==> src/rtl/add_sub_arbiter_pkg.sv <==
// add_sub_arbiter_pkg: shared word width, opcode and FSM state encodings for the add/sub arbiter
package add_sub_arbiter_pkg;
  localparam int WORD_W = 20;
  localparam logic OP_ADD = 1'b0;
  localparam logic OP_SUB = 1'b1;
  localparam logic [1:0] ST_IDLE = 2'd0;
  localparam logic [1:0] ST_EXEC = 2'd1;
  localparam logic [1:0] ST_RESP = 2'd2;
endpackage

==> src/rtl/add_sub_arbiter_rr_arb2.sv <==
// rr_arb2: 2-way round-robin grant; on contention the requester that is not last_grant wins
module rr_arb2 (
  input  logic valid0,
  input  logic valid1,
  input  logic last_grant,
  output logic grant0,
  output logic grant1
);
  always_comb begin
    grant0 = valid0 & (~valid1 | last_grant);
    grant1 = valid1 & (~valid0 | ~last_grant);
  end
endmodule

==> src/rtl/add_sub_arbiter.sv <==
// add_sub_arbiter: two requesters share one add/sub datapath via round-robin and an IDLE/EXEC/RESP FSM
// Optional per-requester handshake counters when ADD_SUB_ARB_STATS_EN is defined.
module add_sub_arbiter
  import add_sub_arbiter_pkg::*;
#(
  parameter int WIDTH = WORD_W
`ifdef ADD_SUB_ARB_STATS_EN
  , parameter int CNT_W = 16
`endif
) (
  input  logic             clk,
  input  logic             rst_n,
  input  logic             req0_valid,
  output logic             req0_ready,
  input  logic             req0_op,
  input  logic [WIDTH-1:0] req0_a,
  input  logic [WIDTH-1:0] req0_b,
  input  logic             req1_valid,
  output logic             req1_ready,
  input  logic             req1_op,
  input  logic [WIDTH-1:0] req1_a,
  input  logic [WIDTH-1:0] req1_b,
  output logic             rsp_valid,
  input  logic             rsp_ready,
  output logic             rsp_id,
  output logic [WIDTH-1:0] rsp_data,
  output logic             rsp_cout
`ifdef ADD_SUB_ARB_STATS_EN
  , output logic [CNT_W-1:0] ops0_cnt
  , output logic [CNT_W-1:0] ops1_cnt
`endif
);
  logic [1:0] state;
  logic last_grant, grant0, grant1, op_q;
  logic [WIDTH-1:0] a_q, b_q;
  logic [WIDTH:0] sum;
  rr_arb2 u_arb (
    .valid0(req0_valid),
    .valid1(req1_valid),
    .last_grant(last_grant),
    .grant0(grant0),
    .grant1(grant1)
  );
  // rst_n gating keeps ready low while reset is held even though state is already IDLE
  always_comb begin
    req0_ready = rst_n & (state == ST_IDLE) & grant0;
    req1_ready = rst_n & (state == ST_IDLE) & grant1;
    sum = {1'b0, a_q} + {1'b0, (op_q == OP_ADD) ? b_q : ~b_q} + {{WIDTH{1'b0}}, op_q == OP_SUB};
  end
  always_ff @(posedge clk or negedge rst_n) begin
    if (!rst_n) begin
      state <= ST_IDLE;
      last_grant <= 1'b1;
      op_q <= 1'b0;
      a_q <= '0;
      b_q <= '0;
      rsp_valid <= 1'b0;
      rsp_id <= 1'b0;
      rsp_data <= '0;
      rsp_cout <= 1'b0;
    end else if (state == ST_IDLE) begin
      if (req0_ready | req1_ready) begin
        state <= ST_EXEC;
        last_grant <= req1_ready;
        op_q <= req1_ready ? req1_op : req0_op;
        a_q <= req1_ready ? req1_a : req0_a;
        b_q <= req1_ready ? req1_b : req0_b;
      end
    end else if (state == ST_EXEC) begin
      state <= ST_RESP;
      rsp_valid <= 1'b1;
      rsp_id <= last_grant;
      rsp_data <= sum[WIDTH-1:0];
      rsp_cout <= sum[WIDTH];
    end else if (rsp_ready) begin
      state <= ST_IDLE;
      rsp_valid <= 1'b0;
    end
  end
`ifdef ADD_SUB_ARB_STATS_EN
  always_ff @(posedge clk or negedge rst_n) begin
    if (!rst_n) begin
      ops0_cnt <= '0;
      ops1_cnt <= '0;
    end else begin
      ops0_cnt <= ops0_cnt + CNT_W'(req0_ready & req0_valid);
      ops1_cnt <= ops1_cnt + CNT_W'(req1_ready & req1_valid);
    end
  end
`endif
endmodule
==> config.mk <==
export PLATFORM = sky130hd
export DESIGN_NAME = add_sub_arbiter
export DESIGN_NICKNAME = d
export VERILOG_FILES = /design/src/rtl/add_sub_arbiter_pkg.sv /design/src/rtl/add_sub_arbiter_rr_arb2.sv /design/src/rtl/add_sub_arbiter.sv
export SDC_FILE = /design/constraint.sdc
export NUM_CORES = 1
export LEC_CHECK = 0
export CELL_PAD_IN_SITES_DETAIL_PLACEMENT = 0
export CELL_PAD_IN_SITES_GLOBAL_PLACEMENT = 1
export CORE_MARGIN = 2
export CORE_UTILIZATION = 35
export CTS_BUF_LIST = sky130_fd_sc_hd__clkbuf_2
export CTS_CLUSTER_DIAMETER = 80
export CTS_CLUSTER_SIZE = 16
export DETAILED_ROUTE_END_ITERATION = 6
export GPL_TIMING_DRIVEN = 0
export PLACE_DENSITY = 0.88
export RECOVER_POWER = 100
export SETUP_SLACK_MARGIN = 0.3
export SKIP_CTS_REPAIR_TIMING = 1
export SLEW_MARGIN = 20
export SYNTH_ARGS = -nofsm -noshare
export SYNTH_HDL_FRONTEND = slang
export SYNTH_SLANG_ARGS = --single-unit
export TNS_END_PERCENT = 1
==> constraint.sdc <==
create_clock -name clk -period 5.87 [get_ports clk]
set_clock_uncertainty 0.05 [all_clocks]
set_input_delay 1.174 -clock clk [delete_from_list [all_inputs] [get_ports clk]]
set_output_delay 1.174 -clock clk [all_outputs]
set_load 0.05 [all_outputs]
==> flow_metrics.tcl, run 1 <==
set metrics [dict create \
    place_ws_ps 931 \
    netlist_area_mm2 0.00399 \
    crit_slowest_cell "dlygate4sd3_1" \
    fmax_mhz 197 \
    yosys-top-cells-count "125 x nand2_1, 66 x dfrtp_1, 52 x nor2_1" \
    clock_power_share 0.071 \
    synth.top_cell.area_share 0.414 \
    power.density_mw_per_mm2 715 \
    path_class "input pin to output port" \
    place_inst 733 \
    yosys_warnings 0 \
    htreeDepth 3 \
    r2r-start "op_q$_DFFE_PN0P_" \
    wirelength_um 11700 \
    worstMarginPinSlew_ps 846 \
    leakage_nw 2.38 \
    clock-root-buffer "clkbuf_2" \
    crit_family "buffers and inverters" \
    slowest_delay_ps 950 \
    ys_async_sr_fraction 1.00 \
    end_kind "output port" \
    synthTopCellsByArea "dfrtp_1 41%, nand2_1 12%, a31oi_1 6.4%, ha_1 6.0%, nor2_1 4.9%" \
    syn_inst 481 \
    numCtsBuffers 9 \
    crit_buf_inv 5 \
    critPathRequiredTime_ps 4650 \
    swShare 0.519 \
    rows 38 \
    clock_latency_ps 550 \
    synth_top_family_by_area "simple AND/OR/NAND/NOR gates" \
    nets 711 \
    syn_nets 588 \
    syn_avg_cell_area_um2 8.29 \
    cts_tree "yes" \
    n_antenna_cell 0 \
    period_minus_slack_ps 5070 \
    finalHoldViolations 0 \
    critical_path_depth 6 \
    ys_types 51 \
    p_comb_frac 0.707 \
    synthXorXnorAreaFrac 0.0659 \
    critical_path_peak_fanout 37 \
    dieHeight_um 111 \
    worstPathCellList "buf_4, buf_12, o2111ai_1, clkinv_1, clkbuf_1, dlygate4sd3_1" \
    grt_pass1_wl_um 19300 \
    synth_compound_area_frac 0.199 \
    setup_viol 0 \
    numPortBuffers 111 \
    place.gp.congestion 0.877 \
    rsz0062_at_grt "no" \
    vias_per_cell 5.09 \
    endpoint "req0_ready" \
    hp-class "flip-flop to flip-flop" \
    synth_top_cell_by_area "dfrtp_1" \
    reg2reg_to "rsp_data[15]$_DFFE_PN0P_" \
    startpoint_type "input pin" \
    stdcell_count 749 \
    antenna_found_initial 0 \
    dp_hpwl_um 9330 \
    grt_max_degree 38 \
    postRouteAntennaNets 0 \
    clk_path_buf_depth 2 \
    synth_fa_ha_area_frac 0.0647 \
    first_global_vias 3796 \
    status "finished clean" \
    core_mm2 0.0110 \
    die_w_um 111 \
    slew_viol_final 0 \
    synthFlopType "dfrtp_1" \
    peakVddDrop_mv 0.293 \
    rrSetupSlack_ps 2560 \
    syn2layout_area_growth_pct 34.7 \
    worst_slack_ps 795 \
    drc 0 \
    max-cap-violations 0 \
    start_util 0.363 \
    avgRoutedWirePerCell_um 15.6 \
    r2r_cells 9 \
    dr.pass1.iters 5 \
    synth_most_common_cell "nand2_1" \
    track_usage 0.199 \
    synth-seq-cells 67 \
    critPathLaunch "rst_n" \
    gr-total-overflow 0 \
    cts_sinks 67 \
    crit_arrival_ps 3850 \
    yosys.area_share.simple 0.214 \
    slew_headroom 0.432 \
    switchingPower_mw 1.99 \
    fp.dieArea_mm2 0.0123 \
    ios 112 \
    internal_power_mw 1.85 \
    vias 3815 \
    post_route_cells_drive_above_1_share 0.0378 \
    drt_iter0_drc 181 \
    fin_crit_sh 0.865 \
    synth_edf_count 0 \
    p_seq_frac 0.222 \
    synth_mux_area_frac 0.00345 \
    path_clk_slew_ps 180 \
    synth_seq_area_share 0.421 \
]
layer usage:
metal	global-route usage	vias up	wire length, um
met4	0.0783	0	156
met2	0.309	102	5310
met5	0	-	0
met3	0.0388	14	582
li1	-	1932	-
met1	0.274	1767	5620
metrics by stage:
step           total power, mW  cell area [um^2]  hold WS [ps]  utilization  TNS, ps
4_1_cts                   3.89              5390           452        0.491        0
6_report                  3.84              5370           445        0.489        0
2_1_floorplan             2.87              3990           404            -        0
3_5_place_dp              3.62              5290           418        0.482        0
5_1_grt                   4.20              5370           472        0.489        0
3_3_place_gp              3.60              5270           413        0.480    -6690
power by group through the flow:
| stage | Clock (mW) | Sequential [mW] | Combinational [mW] |
|---|---|---|---|
| floorplan | 0 | 1.08 | 1.78 |
| global placement | 0 | 0.864 | 2.73 |
| detailed placement | 0 | 0.874 | 2.74 |
| CTS | 0.275 | 0.861 | 2.76 |
| global route | 0.302 | 0.885 | 3.01 |
| finish | 0.272 | 0.854 | 2.71 |
worst min path at each step:
stage                            from                endpoint  depth (start not counted)
4_1_cts        last_grant$_DFFE_PN1P_  last_grant$_DFFE_PN1P_                          2
2_1_floorplan  last_grant$_DFFE_PN1P_  last_grant$_DFFE_PN1P_                          2
3_3_place_gp       rsp_id$_DFFE_PN0P_      rsp_id$_DFFE_PN0P_                          2
6_report           rsp_id$_DFFE_PN0P_      rsp_id$_DFFE_PN0P_                          2
3_5_place_dp       rsp_id$_DFFE_PN0P_      rsp_id$_DFFE_PN0P_                          2
5_1_grt            rsp_id$_DFFE_PN0P_      rsp_id$_DFFE_PN0P_                          2
logic make-up (layout without fill, tap and decap cells):
logic type,after synthesis,count (layout)
xor gates and xnor gates,30,30
adders and majority gates,20,20
DFF,67,67
AOI/OAI and AO/OA,122,122
muxes,1,1
buffers and inverters,32,160
and+or+nand+nor,209,209
cells in the final DEF (no fill, tap or decap), types with 3 or more instances in the layout:
cell,synthesis,routed
xnor2_1,8,8
nand3_1,9,9
xor2_1,22,22
clkbuf_1,17,25
a21oi_1,22,22
o31ai_1,5,5
clkbuf_2,0,12
a21o_1,6,6
inv_1,5,5
nand2b_1,3,3
o21ai_0,21,22
dfrtp_1,66,66
nor2_1,52,52
a31oi_1,41,41
nand2_1,125,125
nor3_1,7,7
dlygate4sd3_1,0,26
o21a_1,5,5
clkdlybuf4s50_1,0,84
ha_1,19,19
clkinv_1,1,3
registers in the layout, indices dropped and copies added, names as in the netlist:
register / count
state: 2
rsp_id: 1
b_q: 20
op_q: 1
last_grant: 1
rsp_cout: 1
rsp_data: 20
a_q: 20
rsp_valid: 1
tightest hold or removal path: stages, from the launching register on:
cell and delay [ps]:
dfrtp_1 380, nand2_1 50, nand2_1 50
cell type report:
type / count / area, um^2
Buffer: 26 / 98.8
Clock buffer: 12 / 60.1
Clock inverter: 4 / 42.5
Fill cell: 1097 / 5610
Inverter: 6 / 22.5
Multi-Input combinational cell: 382 / 2170
Sequential cell: 67 / 1680
Tap cell: 140 / 175
Timing Repair Buffer: 112 / 1130
Power figures use the tool's default switching activity.
==> inputs of run 2 (changes only) <==
- SLEW_MARGIN: 20 -> 40
==> flow_metrics.tcl, run 2 (synthesis results as in run 1) <==
set metrics [dict create \
    cts_sinks 67 \
    vias 3811 \
    path_class "input pin to output port" \
    dp_hpwl_um 9310 \
    numCtsBuffers 9 \
    critPathMostFrequentCell "dlygate4sd3_1" \
    final_cell_mix "125 x nand2_1, 82 x clkdlybuf4s50_1, 66 x dfrtp_1" \
    vias_per_cell 5.09 \
    drc 0 \
    grt_max_degree 38 \
    power.density_mw_per_mm2 712 \
    cts_tree "yes" \
    clk_path_buf_depth 2 \
    first_global_vias 3786 \
    die_w_um 111 \
    start_util 0.363 \
    whs_ps 446 \
    grt_pass1_wl_um 19200 \
    rsz0062_at_grt "no" \
    fin_area_mm2 0.00538 \
    rows 38 \
    dieHeight_um 111 \
    nFillCells 1081 \
    placed_cell_area_mm2 0.00529 \
    slew_viol_final 0 \
    leakage_nw 2.39 \
    worstPathCellList "dlygate4sd3_1, inv_1, o2111ai_1, clkinv_1, clkbuf_1, dlygate4sd3_1" \
    period_minus_slack_ps 5120 \
    antenna_found_initial 0 \
    post_route_cells_drive_above_1_share 0.0411 \
    postRouteAntennaNets 0 \
    htreeDepth 3 \
    fp.dieArea_mm2 0.0123 \
    utilization 0.490 \
    slew_headroom 0.441 \
    syn2layout_area_growth_pct 34.9 \
    avgRoutedWirePerCell_um 15.5 \
    layout_commonest_cell "nand2_1" \
    fin_crit_sh 0.872 \
    largestRegisters "a_q: 20 flops, b_q: 20 flops, rsp_data: 20 flops" \
    worstMarginPinSlew_ps 833 \
    critical_path_peak_fanout 10 \
    clock_latency_ps 510 \
    nets 711 \
    critPathRequiredTime_ps 4650 \
    slowest_delay_ps 860 \
    fmax_mhz 195 \
    rrSetupSlack_ps 2580 \
    wirelength_um 11600 \
    place.gp.congestion 0.877 \
    finalHoldViolations 0 \
    clock-root-buffer "clkbuf_2" \
    max-cap-violations 0 \
    crit_arrival_ps 3890 \
    hp-class "flip-flop to flip-flop" \
    path_clk_slew_ps 180 \
    peakVddDrop_mv 0.290 \
    track_usage 0.195 \
    dr.pass1.iters 4 \
    gr-total-overflow 0 \
    startpoint_type "input pin" \
    setup_viol 0 \
    n_antenna_cell 0 \
    status "finished clean" \
    fin_setup_tns_ps 0 \
    core_mm2 0.0110 \
    end_kind "output port" \
    drt_iter0_drc 182 \
    numPortBuffers 111 \
    ios 112 \
    crit_slowest_cell "dlygate4sd3_1" \
]
run 2: report_power, final:
group	total [mW]	internal (mW)	switching, mW
sequential	0.855	0.698	0.156
clock	0.274	0.104	0.169
combinational	2.70	1.05	1.65
total	3.83	1.85	1.98
run 2: final cells by class:
class / instances / area, um^2 / area share
multi-input cells: 382 / 2170 / 0.403
flip-flops and latches: 67 / 1680 / 0.312
repair buffers: 112 / 1130 / 0.211
well taps: 140 / 175 / 0.0326
plain buffers: 26 / 98.8 / 0.0184
clock buffers: 13 / 65.1 / 0.0121
clock inverters: 3 / 40.0 / 0.00745
inverters: 6 / 22.5 / 0.00419
run 2: routing by layer:
| layer | track usage | vias up | share of wire |
|---|---|---|---|
| met5 | 0 | - | 0 |
| met4 | 0.0617 | 0 | 0.0090 |
| met3 | 0.0355 | 7 | 0.047 |
| met2 | 0.309 | 109 | 0.46 |
| met1 | 0.272 | 1761 | 0.49 |
| li1 | - | 1934 | - |
run 2: critical path, delay by kind of cell:
| family | cells | cell delay [ps] |
|---|---|---|
| buffers and inverters | 5 | 2150 |
| AOI/OAI and AO/OA | 1 | 570 |
run 2: worst paths after layout:
path | startpoint | to | depth (start not counted)
worst max-delay path | req1_valid | req0_ready | 6
worst min-delay path | rsp_data[17]$_DFFE_PN0P_ | rsp_data[17]$_DFFE_PN0P_ | 2
worst max register to register | op_q$_DFFE_PN0P_ | rsp_data[15]$_DFFE_PN0P_ | 9
worst min register to register | rsp_data[17]$_DFFE_PN0P_ | rsp_data[17]$_DFFE_PN0P_ | 2
max in group asynchronous | rst_n | last_grant$_DFFE_PN1P_ | 2
min in group asynchronous | rst_n | b_q[7]$_DFFE_PN0P_ | 1
run 2: per-stage QoR:
| step | setup WS, ps | power [mW] | instances |
|---|---|---|---|
| after floorplan | 2490 | 2.87 | 481 |
| after global placement | -1800 | 3.60 | 732 |
| after detailed placement | 1060 | 3.62 | 733 |
| after CTS | 1050 | 3.90 | 749 |
| after global routing | 618 | 4.20 | 749 |
| final | 751 | 3.83 | 749 |
==> inputs of run 3 (changes only) <==
- SETUP_SLACK_MARGIN: 0.3 -> not set
==> results of run 3 <==
Same layout as run 2: the final DEF is identical, and so are final timing and power.
